### src/rtl/mul_arb_pkg.sv
// Shared types and the round-robin pick function for the shared-multiplier arbiter.
package mul_arb_pkg;

    localparam int DEF_NREQ  = 4;
    localparam int DEF_WIDTH = 4;
    localparam int DEF_PIPE  = 2;
    localparam int MAX_NREQ  = 8;
    localparam int MAX_IDW   = 3;

    // Stage record for the default configuration; mul_pipe builds its own sized copy.
    typedef struct packed {
        logic                     valid;
        logic [$clog2(DEF_NREQ)-1:0] id;
        logic [2*DEF_WIDTH-1:0]   prod;
    } mul_stage_t;

    // One-hot grant on the first set bit of req at or after (last+1) mod n.
    function automatic logic [MAX_NREQ-1:0] rr_pick(input logic [MAX_NREQ-1:0] req,
                                                    input int unsigned last,
                                                    input int unsigned n);
        logic [MAX_NREQ-1:0] gnt;
        logic                found;
        int unsigned         idx;
        gnt   = '0;
        found = 1'b0;
        for (int unsigned k = 1; k <= n; k++) begin
            idx = (last + k) % n;
            if (!found && req[idx[MAX_IDW-1:0]]) begin
                gnt[idx[MAX_IDW-1:0]] = 1'b1;
                found                 = 1'b1;
            end
        end
        return gnt;
    endfunction

endpackage

### src/rtl/mul_pipe.sv
// Tagged unsigned multiply pipeline; all stages move together on adv_i.
module mul_pipe #(
    parameter int WIDTH = 4,
    parameter int PIPE  = 2,
    parameter int IDW   = 2
) (
    input  logic               clk,
    input  logic               rst,
    input  logic               adv_i,
    input  logic               in_valid_i,
    input  logic [IDW-1:0]     in_id_i,
    input  logic [WIDTH-1:0]   in_a_i,
    input  logic [WIDTH-1:0]   in_b_i,
    output logic               out_valid_o,
    output logic [IDW-1:0]     out_id_o,
    output logic [2*WIDTH-1:0] out_data_o,
    output logic               busy_o
);

    typedef struct packed {
        logic               valid;
        logic [IDW-1:0]     id;
        logic [2*WIDTH-1:0] prod;
    } stage_t;

    stage_t stage_q [PIPE];
    stage_t stage_d [PIPE];

    // Zero-extend before multiplying so the full 2*WIDTH product is kept.
    always_comb begin
        stage_d[0].valid = in_valid_i;
        stage_d[0].id    = in_id_i;
        stage_d[0].prod  = {{WIDTH{1'b0}}, in_a_i} * {{WIDTH{1'b0}}, in_b_i};
        for (int s = 1; s < PIPE; s++) begin
            stage_d[s] = stage_q[s-1];
        end
    end

    always_ff @(posedge clk) begin
        if (rst) begin
            for (int s = 0; s < PIPE; s++) begin
                stage_q[s] <= '0;
            end
        end else if (adv_i) begin
            for (int s = 0; s < PIPE; s++) begin
                stage_q[s] <= stage_d[s];
            end
        end
    end

    always_comb begin
        busy_o = 1'b0;
        for (int s = 0; s < PIPE; s++) begin
            busy_o = busy_o | stage_q[s].valid;
        end
    end

    assign out_valid_o = stage_q[PIPE-1].valid;
    assign out_id_o    = stage_q[PIPE-1].id;
    assign out_data_o  = stage_q[PIPE-1].prod;

endmodule

### src/rtl/mul_rr_arbiter.sv
// Round-robin arbiter feeding one shared pipelined multiplier; products return tagged by requester.
module mul_rr_arbiter
    import mul_arb_pkg::*;
#(
    parameter int NREQ  = DEF_NREQ,
    parameter int WIDTH = DEF_WIDTH,
    parameter int PIPE  = DEF_PIPE
) (
    input  logic                      clk,
    input  logic                      rst,
    input  logic [NREQ-1:0]           req_valid,
    input  logic [NREQ*WIDTH-1:0]     req_a,
    input  logic [NREQ*WIDTH-1:0]     req_b,
    output logic [NREQ-1:0]           req_ready,
    output logic                      rsp_valid,
    input  logic                      rsp_ready,
    output logic [$clog2(NREQ)-1:0]   rsp_id,
    output logic [2*WIDTH-1:0]        rsp_data,
    output logic                      busy
);

    localparam int IDW = $clog2(NREQ);

    logic [IDW-1:0]      last_q, last_d;
    logic [MAX_NREQ-1:0] req_ext;
    logic [MAX_NREQ-1:0] pick_full;
    logic                advance;
    logic                accept;
    logic [IDW-1:0]      gidx;
    logic [WIDTH-1:0]    sel_a, sel_b;

    // The whole pipeline stalls when its output is held, so grants stop too.
    assign advance = !rsp_valid || rsp_ready;

    always_comb begin
        req_ext            = '0;
        req_ext[NREQ-1:0]  = req_valid;
        pick_full          = rr_pick(req_ext, 32'(last_q), NREQ);
    end

    if (NREQ < MAX_NREQ) begin : g_pad
        logic pick_unused;
        assign pick_unused = |pick_full[MAX_NREQ-1:NREQ];
    end

    assign req_ready = (advance && !rst) ? pick_full[NREQ-1:0] : '0;
    assign accept    = |req_ready;

    always_comb begin
        gidx  = '0;
        sel_a = '0;
        sel_b = '0;
        for (int i = 0; i < NREQ; i++) begin
            if (req_ready[i]) begin
                gidx  = i[IDW-1:0];
                sel_a = req_a[i*WIDTH +: WIDTH];
                sel_b = req_b[i*WIDTH +: WIDTH];
            end
        end
    end

    assign last_d = accept ? gidx : last_q;

    always_ff @(posedge clk) begin
        if (rst) begin
            last_q <= IDW'(NREQ - 1);
        end else begin
            last_q <= last_d;
        end
    end

    mul_pipe #(
        .WIDTH (WIDTH),
        .PIPE  (PIPE),
        .IDW   (IDW)
    ) u_pipe (
        .clk         (clk),
        .rst         (rst),
        .adv_i       (advance),
        .in_valid_i  (accept),
        .in_id_i     (gidx),
        .in_a_i      (sel_a),
        .in_b_i      (sel_b),
        .out_valid_o (rsp_valid),
        .out_id_o    (rsp_id),
        .out_data_o  (rsp_data),
        .busy_o      (busy)
    );

endmodule

### config.mk
export PLATFORM = sky130hd
export DESIGN_NAME = mul_rr_arbiter
export DESIGN_NICKNAME = d
export VERILOG_FILES = /design/src/rtl/mul_arb_pkg.sv /design/src/rtl/mul_pipe.sv /design/src/rtl/mul_rr_arbiter.sv
export SDC_FILE = /design/constraint.sdc
export NUM_CORES = 1
export LEC_CHECK = 0
export CAP_MARGIN = 25
export CORE_ASPECT_RATIO = 0.7
export CORE_MARGIN = 10
export CORE_UTILIZATION = 35
export DETAILED_ROUTE_END_ITERATION = 6
export SLEW_MARGIN = 40
export SYNTH_ARGS = -nofsm -noshare
export SYNTH_HDL_FRONTEND = slang
export SYNTH_SLANG_ARGS = --single-unit
### constraint.sdc
create_clock -name clk -period 7.7 [get_ports clk]
set_clock_uncertainty 0.2 [all_clocks]
set_input_delay 1.155 -clock clk [delete_from_list [all_inputs] [get_ports clk]]
set_output_delay 1.155 -clock clk [all_outputs]
set_load 0.005 [all_outputs]
==> summary.md, run 1 <==
| Metric | Value |
|---|---|
| CTS tree | `yes` |
| Clock sinks | `24` |
| Cts bufs inserted | `3` |
| Post-synth EDFFs | `22` |
| Synth area leader | `edfxtp_1` |
| CTS Root Cell | `clkbuf_8` |
| Largest net degree at the start of global routing | `26` |
| CP peak stage delay | `0.61 ns` |
| Crit. End Element | `flip-flop` |
| Iter 0 DRT Violations | `100` |
| Drt total wl | `5.450 mm` |
| Logic gate share of total power | `71.8%` |
| DRT met1 WL | `2.881 mm` |
| Post-DP HPWL | `4.526 mm` |
| Clk buf depth | `2` |
| Port-buffer cells | `54` |
| Vias in the first global route | `1727` |
| Ys async rst share | `0%` |
| Core area | `5871 um2` |
| Slowest cell on the critical path | `mux4_2` |
| Critical Path RT | `7.52 ns` |
| Synth Register Bits | `24` |
| Top post-synthesis cells by area | `edfxtp_1, ha_1, and2_1` |
| Tot Pwr | `1.020 mW` |
| Area delta synth->final | `29.77%` |
| Clk Latency, worst-skew pair | `0.26 ns` |
| Least-Margin Pin Slew | `0.6602 ns` |
| H-tree depth | `1` |
| Layout cells sized above 1 | `8.824%` |
| Top cells by count, synth | `nor2_1, edfxtp_1, inv_1` |
| Cell family with most CP delay | `adder cells` |
| Int Pwr | `0.5621 mW` |
| Fin cells | `347` |
| RSZ-0062 raised after global routing | `false` |
| Sequential power share | `21.0%` |
| Hold crit path type | `flip-flop to flip-flop` |
| Critical Path, Cell by Cell | `clkdlybuf4s50_1 > mux4_2 > or2_4 > nor3_1 > a21o_1 > and2_1 > nor2_1 > inv_1 > o22ai_1 > or2_1 > fa_1 > inv_1 > fa_1 > ha_1 > a21o_1 > a21o_1 > a21o_1 > a21oi_1 > xor2_1 > nor2_1` |
| Most used cell, CP | `a21o_1` |
| Ys flop type | `edfxtp_1` |
| Std-Cell Rows | `23` |
| Drt via density | `5.063` |
| Worst min-delay path startpoint | `u_pipe.stage_q[0][2]` |
| Fill cells | `575` |
| Slew HR | `55.85%` |
| Remaining antenna violation count | `0` |
| Post-Syn Area per Cell | `9.807 um2` |
| Final hold vios | `0` |
| ANT cells | `0` |
| Initial antenna violation count | `0` |
| Die Width | `114.3 um` |
| Max_cap viols | `0` |
| Worst vdd ir | `0.1437 mV` |
| Clock transition at path regs | `0.08 ns` |
| Psw | `0.4582 mW` |
| Via count | `1757` |
| Static Leak | `1.257 nW` |
| Clock network power share | `7.2%` |
| Pins Over Slew Limit | `0` |
| Crit path DAT | `6.49 ns` |
| Final min period | `6.677 ns` |
| Worst-path fanout max | `17` |
| Area share of the largest cell type after synthesis | `30.34%` |
| Count of final setup violators | `0` |
| Synthesized netlist net count | `285` |
| Num ports | `55` |
| Initial Utilization | `37.08%` |
| WL met2 | `2.101 mm` |
| Most numerous cell in the Yosys netlist | `nor2_1` |
| Worst R2R End | `u_pipe.stage_q[0][7]` |
| DP Cell Count | `343` |
| Wirelength per Cell | `15.71 um` |
| R2R setup slack | `1.29 ns` |
| Die height | `85.99 um` |
| Worst Hold Depth | `1` |
| Die area | `9825 um2` |
| Net Sw Frac | `44.91%` |
| Final period util | `86.71%` |
| Startpoint types | `input pin` |
| Fmax | `149.8 MHz` |
| Global-route wire length before repair | `8.825 mm` |
| Critical path startpoint | `req_valid[2]` |
| Drt pass-1 iters | `4` |
| Yosys synthesis warning count | `0` |
| Top sig layer | `met4` |
| DR WL met3 | `425 um` |
| Status | `finished clean` |
| Pwr dens | `361.2 nW/um2` |
| Hold_buf cts | `0` |
| Seq/Total Area, Yosys | `32.18%` |
| Hold Path End | `u_pipe.stage_q[0][13]` |
| DRC errors left | `0` |
| Final Wtd Congestion | `0.8362` |
| Sum Neg Setup Slack | `0 ns` |
| Postcts setup bufs | `0` |
| # resized after CTS | `0` |
| Mapped cell area | `2177 um2` |
| Grt total ovfl | `0` |
| Cells after Synth | `222` |
| WS Path Type | `input pin to flip-flop` |
| Post-synth cell types | `46` |
| Nets | `336` |
| Cell Area, Placed | `2780 um2` |
| Worst Reg-to-Reg Cells | `21` |
| Reg2reg start | `last_q[1]` |
| All-Layer GR Usage | `10.94%` |
| Final instance area | `2825 um2` |
| Worst path buffer plus inverter count | `3` |
==> sequential cells by signal (all words and copies together), names as in the netlist <==
name,count
last_q,2
u_pipe.stage_q,22
==> kinds of logic (layout without fill, tap and decap cells) <==
logic type,after synthesis,in the layout,synth area share (%)
adders and majority gates,24,24,15.17
DFF,24,24,32.18
buffers and inverters,31,81,5.862
xor gates and xnor gates,4,4,1.609
AOI/OAI and AO/OA,48,48,18.45
and+or+nand+nor,80,80,19.20
muxes,11,11,7.529
==> worst max path at each step <==
stage                                      end  slack [ns]  cells after the start
after detailed placement  u_pipe.stage_q[0][7]        0.74                     20
final                     u_pipe.stage_q[0][7]        1.02                     20
after global routing      u_pipe.stage_q[0][7]        0.69                     20
after CTS                 u_pipe.stage_q[0][7]        1.03                     20
after floorplan           u_pipe.stage_q[0][7]        1.91                     17
after global placement    u_pipe.stage_q[0][7]        0.78                     20
==> final cells by class <==
class                   instances  area, um2  area share (%)
multi-input cells             167       1351           47.83
flip-flops and latches         24      700.7           24.80
repair buffers                 56      555.5           19.66
well taps                      75      93.84           3.322
inverters                      21      78.83           2.790
clock buffers                   3      41.29           1.461
clock inverters                 1      3.754          0.1329
==> worst register-to-register path, stage by stage (launching register included) <==
cell	delay, ns
dfxtp_1	0.68
inv_1	0.20
ha_1	0.43
mux4_2	0.43
or2_4	0.28
nor3_1	0.30
a21o_1	0.41
and2_1	0.21
nor2_1	0.07
inv_1	0.15
o22ai_1	0.18
or2_1	0.29
fa_1	0.54
inv_1	0.06
fa_1	0.53
ha_1	0.32
a21o_1	0.15
a21o_1	0.19
a21o_1	0.17
a21oi_1	0.16
xor2_1	0.18
nor2_1	0.05
==> layout by cell type (no fill, tap or decap), types with 5 or more instances in the layout <==
master,Yosys,layout
a21o_1,5,5
a21oi_1,8,8
a32oi_2,5,5
and2_1,19,19
clkdlybuf4s50_1,0,54
edfxtp_1,22,22
ha_1,20,20
inv_1,21,21
nand2_1,8,8
nor2_1,27,27
o22ai_1,10,10
or3_1,5,5
==> metrics by stage <==
step	setup WS (ns)	util, %	hold slack, ns
2_1_floorplan	1.906	-	0.2967
3_3_place_gp	0.7760	47.31	0.3000
3_5_place_dp	0.7429	47.36	0.3087
4_1_cts	1.035	48.12	0.3283
5_1_grt	0.6869	48.12	0.3440
6_report	1.023	48.12	0.3259
==> power by group through the flow <==
stage	registers [mW]	clock network (mW)	logic [mW]
after floorplan	0.212	0	0.543
after global placement	0.216	0	0.729
after detailed placement	0.218	0	0.733
after CTS	0.215	0.0756	0.740
after global routing	0.220	0.0796	0.829
final	0.215	0.0736	0.732
==> layer usage <==
metal	vias up	global-route usage (%)
li1	902	-
met1	796	16.21
met2	54	15.07
met3	5	3.062
met4	0	2.384
met5	-	0
No activity file was read; power rests on OpenSTA's default activity.
==> run 2: changes to the inputs <==
--- a/config.mk
+++ b/config.mk
@@ -8,8 +8,10 @@
 export CAP_MARGIN = 25
 export CORE_ASPECT_RATIO = 0.7
 export CORE_MARGIN = 10
-export CORE_UTILIZATION = 35
+export CORE_UTILIZATION = 45
+export CTS_CLUSTER_SIZE = 30
 export DETAILED_ROUTE_END_ITERATION = 6
+export PLACE_DENSITY = 0.74
 export SLEW_MARGIN = 40
 export SYNTH_ARGS = -nofsm -noshare
 export SYNTH_HDL_FRONTEND = slang
==> run 2 against run 1 <==
  * Sequential power is essentially flat
  * Worst hold slack lost 0.0035 ns
  * Total power grew 3.5%
  * Cell count shrank 5.2%
  * Fmax shrank 0.20%
  * Combinational power is essentially flat
  * Highest routed layer unchanged
  * Global-route usage grew 1.7 points
  * Worst setup slack lost 0.013 ns
  * First-iteration DRC count shrank 2.0%
  * Critical path depth is the same
  * Cell area grew 0.13%
==> summary.md, run 2 (synthesis results as in run 1) <==
| Metric | Value |
|---|---|
| Drt pass-1 iters | `5` |
| Wirelength per Cell | `15.92 um` |
| Clock transition at path regs | `0.08 ns` |
| Status | `finished clean` |
| Drt total wl | `5.237 mm` |
| Startpoint types | `input pin` |
| Global-route wire length before repair | `8.473 mm` |
| # resized after CTS | `0` |
| DRC errors left | `0` |
| Remaining antenna violation count | `0` |
| Via count | `1790` |
| CTS Root Cell | `clkbuf_8` |
| Most common cell after layout, fill and taps aside | `clkdlybuf4s50_1` |
| Cts bufs inserted | `3` |
| Worst vdd ir | `0.1613 mV` |
| Top reg by flops | `u_pipe.stage_q` |
| Crit path DAT | `6.51 ns` |
| Final setup margin | `1.010 ns` |
| Std-Cell Rows | `21` |
| Worst Hold Depth | `1` |
| Core area | `4730 um2` |
| Final min period | `6.690 ns` |
| All-Layer GR Usage | `12.67%` |
| Most frequent cells in the layout | `clkdlybuf4s50_1, nor2_1, edfxtp_1` |
| Final period util | `86.88%` |
| Post-DP HPWL | `4.138 mm` |
| Max reg flops | `22` |
| Fin cells | `329` |
| Slew HR | `56.34%` |
| Final Wtd Congestion | `0.8878` |
| Die area | `8065 um2` |
| H-tree depth | `1` |
| Grt total ovfl | `0` |
| Least-Margin Pin Slew | `0.6510 ns` |
| Drt via density | `5.441` |
| Initial Utilization | `46.03%` |
| Clock sinks | `24` |
| Layout cells sized above 1 | `9.191%` |
| Hold crit path type | `flip-flop to flip-flop` |
| DP Cell Count | `325` |
| Largest net degree at the start of global routing | `24` |
| Num ports | `55` |
| RSZ-0062 raised after global routing | `false` |
| Critical Path RT | `7.52 ns` |
| Die Width | `103.1 um` |
| Pwr dens | `373.3 nW/um2` |
| Worst R2R End | `u_pipe.stage_q[0][7]` |
| CTS tree | `yes` |
| Hold Path End | `u_pipe.stage_q[0][17]` |
| Crit. End Element | `flip-flop` |
| Sum Neg Setup Slack | `0 ns` |
| Worst-path fanout max | `17` |
| Final core occ | `59.81%` |
| Iter 0 DRT Violations | `98` |
| Final hold vios | `0` |
| ANT cells | `0` |
| Clk buf depth | `2` |
| Max_cap viols | `0` |
| Reg2reg start | `last_q[1]` |
| Vias in the first global route | `1787` |
| Die height | `78.20 um` |
| Top Registers | `u_pipe.stage_q x22, last_q x2` |
| Hold_buf cts | `0` |
| Count of final setup violators | `0` |
| Fill cells | `406` |
| Pins Over Slew Limit | `0` |
| Port-buffer cells | `54` |
| Static Leak | `1.270 nW` |
| Area delta synth->final | `29.94%` |
| Dpl ws | `0.7402 ns` |
| R2R setup slack | `1.31 ns` |
| Worst Reg-to-Reg Cells | `21` |
| Worst min-delay path startpoint | `u_pipe.stage_q[0][6]` |
| WS Path Type | `input pin to flip-flop` |
| Clk Latency, worst-skew pair | `0.26 ns` |
| Initial antenna violation count | `0` |
| Nets | `336` |
| Fmax | `149.5 MHz` |
| Postcts setup bufs | `0` |
-- run 2: cell types whose count changed in the layout (fill, tap and decap cells not counted) --
cell,previous run,this run
clkinv_1,1,0
bufinv_16,0,1
-- run 2: worst max-delay path: stages --
cell and delay [ns]:
clkdlybuf4s50_1 0.50, mux4_2 0.59, or2_4 0.30, nor3_1 0.28, a21o_1 0.44, and2_1 0.23
nor2_1 0.08, inv_1 0.16, o22ai_1 0.17, or2_1 0.28, fa_1 0.53, inv_1 0.05
fa_1 0.52, ha_1 0.31, a21o_1 0.15, a21o_1 0.19, a21o_1 0.18, a21oi_1 0.16
xor2_1 0.16, nor2_1 0.05
-- run 2: per-stage QoR --
stage,instance area [um2],hold slack (ns),power (mW)
global placement,2755,0.3000,0.9362
floorplan,2177,0.2967,0.7545
finish,2829,0.3224,1.056
global route,2829,0.3478,1.155
detailed placement,2758,0.3014,0.9394
CTS,2829,0.3218,1.054
-- run 2: final cells by class --
cell class	count	area, um2	share of cell area (%)
Inverter	21	78.83	2.786
Timing Repair Buffer	56	555.5	19.64
Tap cell	57	71.32	2.521
Clock buffer	3	41.29	1.460
Clock inverter	1	30.03	1.061
Multi-Input combinational cell	167	1351	47.77
Sequential cell	24	700.7	24.77
-- run 2: how the worst max path moves through the flow --
stage / endpoint / slack (ns) / from
floorplan: u_pipe.stage_q[0][7] / 1.91 / req_valid[2]
finish: u_pipe.stage_q[0][7] / 1.01 / req_valid[1]
global route: u_pipe.stage_q[0][7] / 0.70 / req_valid[1]
detailed placement: u_pipe.stage_q[0][7] / 0.74 / req_valid[1]
CTS: u_pipe.stage_q[0][7] / 1.04 / req_valid[1]
global placement: u_pipe.stage_q[0][7] / 0.82 / req_valid[2]
-- run 2: report_power, final --
group	leakage (nW)	switching, mW	internal, mW
logic	0.959	0.403	0.329
registers	0.276	0.0188	0.196
clock network	0.0357	0.0398	0.0695
total	1.27	0.462	0.594
-- run 2: per-layer routing --
metal / track usage [%] / routed length (um) / vias up
met5: 0 / 0 / -
met4: 3.047 / 29 / 0
met1: 17.37 / 2396 / 812
met2: 19.52 / 2300 / 74
met3: 3.062 / 511 / 2
li1: - / - / 902
==> edit: new RTL, settings of run 2 <==
The package constant `DEF_PIPE` goes from 2 to 8.
--- a/src/rtl/mul_arb_pkg.sv
+++ b/src/rtl/mul_arb_pkg.sv
@@ -5,3 +5,3 @@
     localparam int DEF_WIDTH = 4;
-    localparam int DEF_PIPE  = 2;
+    localparam int DEF_PIPE  = 8;
     localparam int MAX_NREQ  = 8;
Formal check against the unedited RTL: not equivalent (Yosys sat finds a counterexample within 4 cycles, from zero or initial values and one cycle with rst high).
==> edit against run 2 <==
Power grew 52%. Worst setup slack gained 0.23 ns. Critical endpoint unchanged. Die area grew 80%. Critical path type unchanged. Design area grew 96%. Register-to-register slack gained 0.18 ns. Wire length grew 48%. Sequential share of layout area grew 24 points. Via count grew 51%. First-iteration DRC count grew 130%. Count of clock-buffer cells in the layout grew 7. Sequential cell count grew 66. Area after synthesis grew 110%.
==> edit: results (changes against run 2) <==
| Metric | Value |
|---|---|
| WP data arrival | 6.33 ns (-0.18 ns) |
| Reg2Reg Depth | 20 (-4.8%) |
| Outcome | completed |
| Drt first pass iters | 4 (-1) |
| TritonCTS buffer count | 9 (+6) |
| Layout cells sized above 1 | 9.05% (-0.15 points) |
| Mux cell area share after synthesis | 1.58% (-6.0 points) |
| Seq pwr share | 38.2% (+18 points) |
| Post-Route M1 WL | 3570 um (+49%) |
| Drt wl/cell | 14.8 um (-7.2%) |
| Met3 Use GR | 5.47% (+2.4 points) |
| Synth cell types | 45 (-2.2%) |
| Worst Min Path Start | u_pipe.stage_q[0][36]$_SDFFCE_PN0P_ |
| RePlAce Congestion | 0.847 (-4.6%) |
| Synth area leaders | edfxtp_1 (58%), and2_1 (8.2%), ha_1 (5.5%) |
| CTS root buf | clkbuf_16 |
| Largest net degree at the start of global routing | 89 (+270%) |
| Max VDD drop | 0.116 mV (-28%) |
| Syn nets | 399 (+40%) |
| Total power | 1.60 mW (+52%) |
| Grt met2 use | 16.6% (-3.0 points) |
| DP Area | 5220 sq um (+89%) |
| Fin nets | 456 (+36%) |
| Synth cell count leaders | edfxtp_1 (88), and2_1 (59), nor2b_1 (27), ha_1 (20), nor2_1 (18) |
| Worst Hold Margin | 0.312 ns (-0.00995 ns) |
| Inst Count DP | 510 (+57%) |
| FF-to-FF Start | last_q[0]$_SDFFE_PP1P_ |
| FF-to-FF setup slack | 1.49 ns (+0.18 ns) |
| Worst slew margin | 47.4% (-9.0 points) |
| Clk pin slew, worst setup/hold paths | 0.06 ns (-0.02 ns) |
| GR Util met1 | 12.9% (-4.5 points) |
| First-pass GRT wire length | 13,000 um (+54%) |
| DR WL met3 | 658 um (+29%) |
| DP HPWL | 5410 um (+31%) |
| Vias in the first global route | 2,767 (+55%) |
| Drt initial violations | 223 (+130%) |
| Biggest regs | u_pipe.stage_q (88), last_q (2) |
| DR vias/cell | 5.13 (-5.7%) |
| Clk_lat worst skew | 0.33 ns (+0.07 ns) |
| Clock network power share | 27.1% (+17 points) |
| Compound-Gate Fraction of Synth Area | 10.5% (-8.0 points) |
-- edit: cell count changes in the layout (fill, tap and decap cells not counted), moves of 9 or more --
cell,before,now
edfxtp_1,22,88
and2_1,19,59
nor2b_1,4,27
o22ai_1,10,0
clkbuf_16,0,9
inv_1,21,12
nor2_1,27,18
-- edit: cell type report --
cell class              count  area, sq um  area share, %
clock buffers              10          229           4.13
clock inverters             6         78.8           1.42
inverters                  13         48.8          0.881
multi-input cells         220         1760           31.7
flip-flops and latches     90         2680           48.4
well taps                 128          160           2.89
repair buffers             59          582           10.5
-- edit: how the worst max path moves through the flow --
stage	startpoint	end	slack, ns	depth (start not counted)
2_1_floorplan	req_valid[3]	u_pipe.stage_q[0][7]$_SDFFCE_PN0P_	1.89	18
3_3_place_gp	req_valid[2]	u_pipe.stage_q[0][7]$_SDFFCE_PN0P_	0.99	17
3_5_place_dp	req_valid[2]	u_pipe.stage_q[0][7]$_SDFFCE_PN0P_	0.84	17
4_1_cts	req_valid[2]	u_pipe.stage_q[0][7]$_SDFFCE_PN0P_	1.16	17
5_1_grt	req_valid[2]	u_pipe.stage_q[0][7]$_SDFFCE_PN0P_	0.93	18
6_report	req_valid[2]	u_pipe.stage_q[0][7]$_SDFFCE_PN0P_	1.24	18
-- edit: cell families (layout without fill, tap and decap cells) --
logic type | count (synthesis) | in the layout
AO/OA/AOI/OAI | 50 | 50
AND/OR/NAND/NOR | 139 | 139
multiplexers | 3 | 3
XOR/XNOR | 4 | 4
flip-flops | 90 | 90
buffers and inverters | 26 | 88
adder cells (fa/ha/maj) | 24 | 24
-- edit: worst max-delay path: cells and delay by family --
kind	cells	cell delay, ns
buf+inv	2	0.68
simple gates	3	0.71
compound gates	9	2.22
xor+xnor	1	0.17
fa+ha+maj	3	1.38
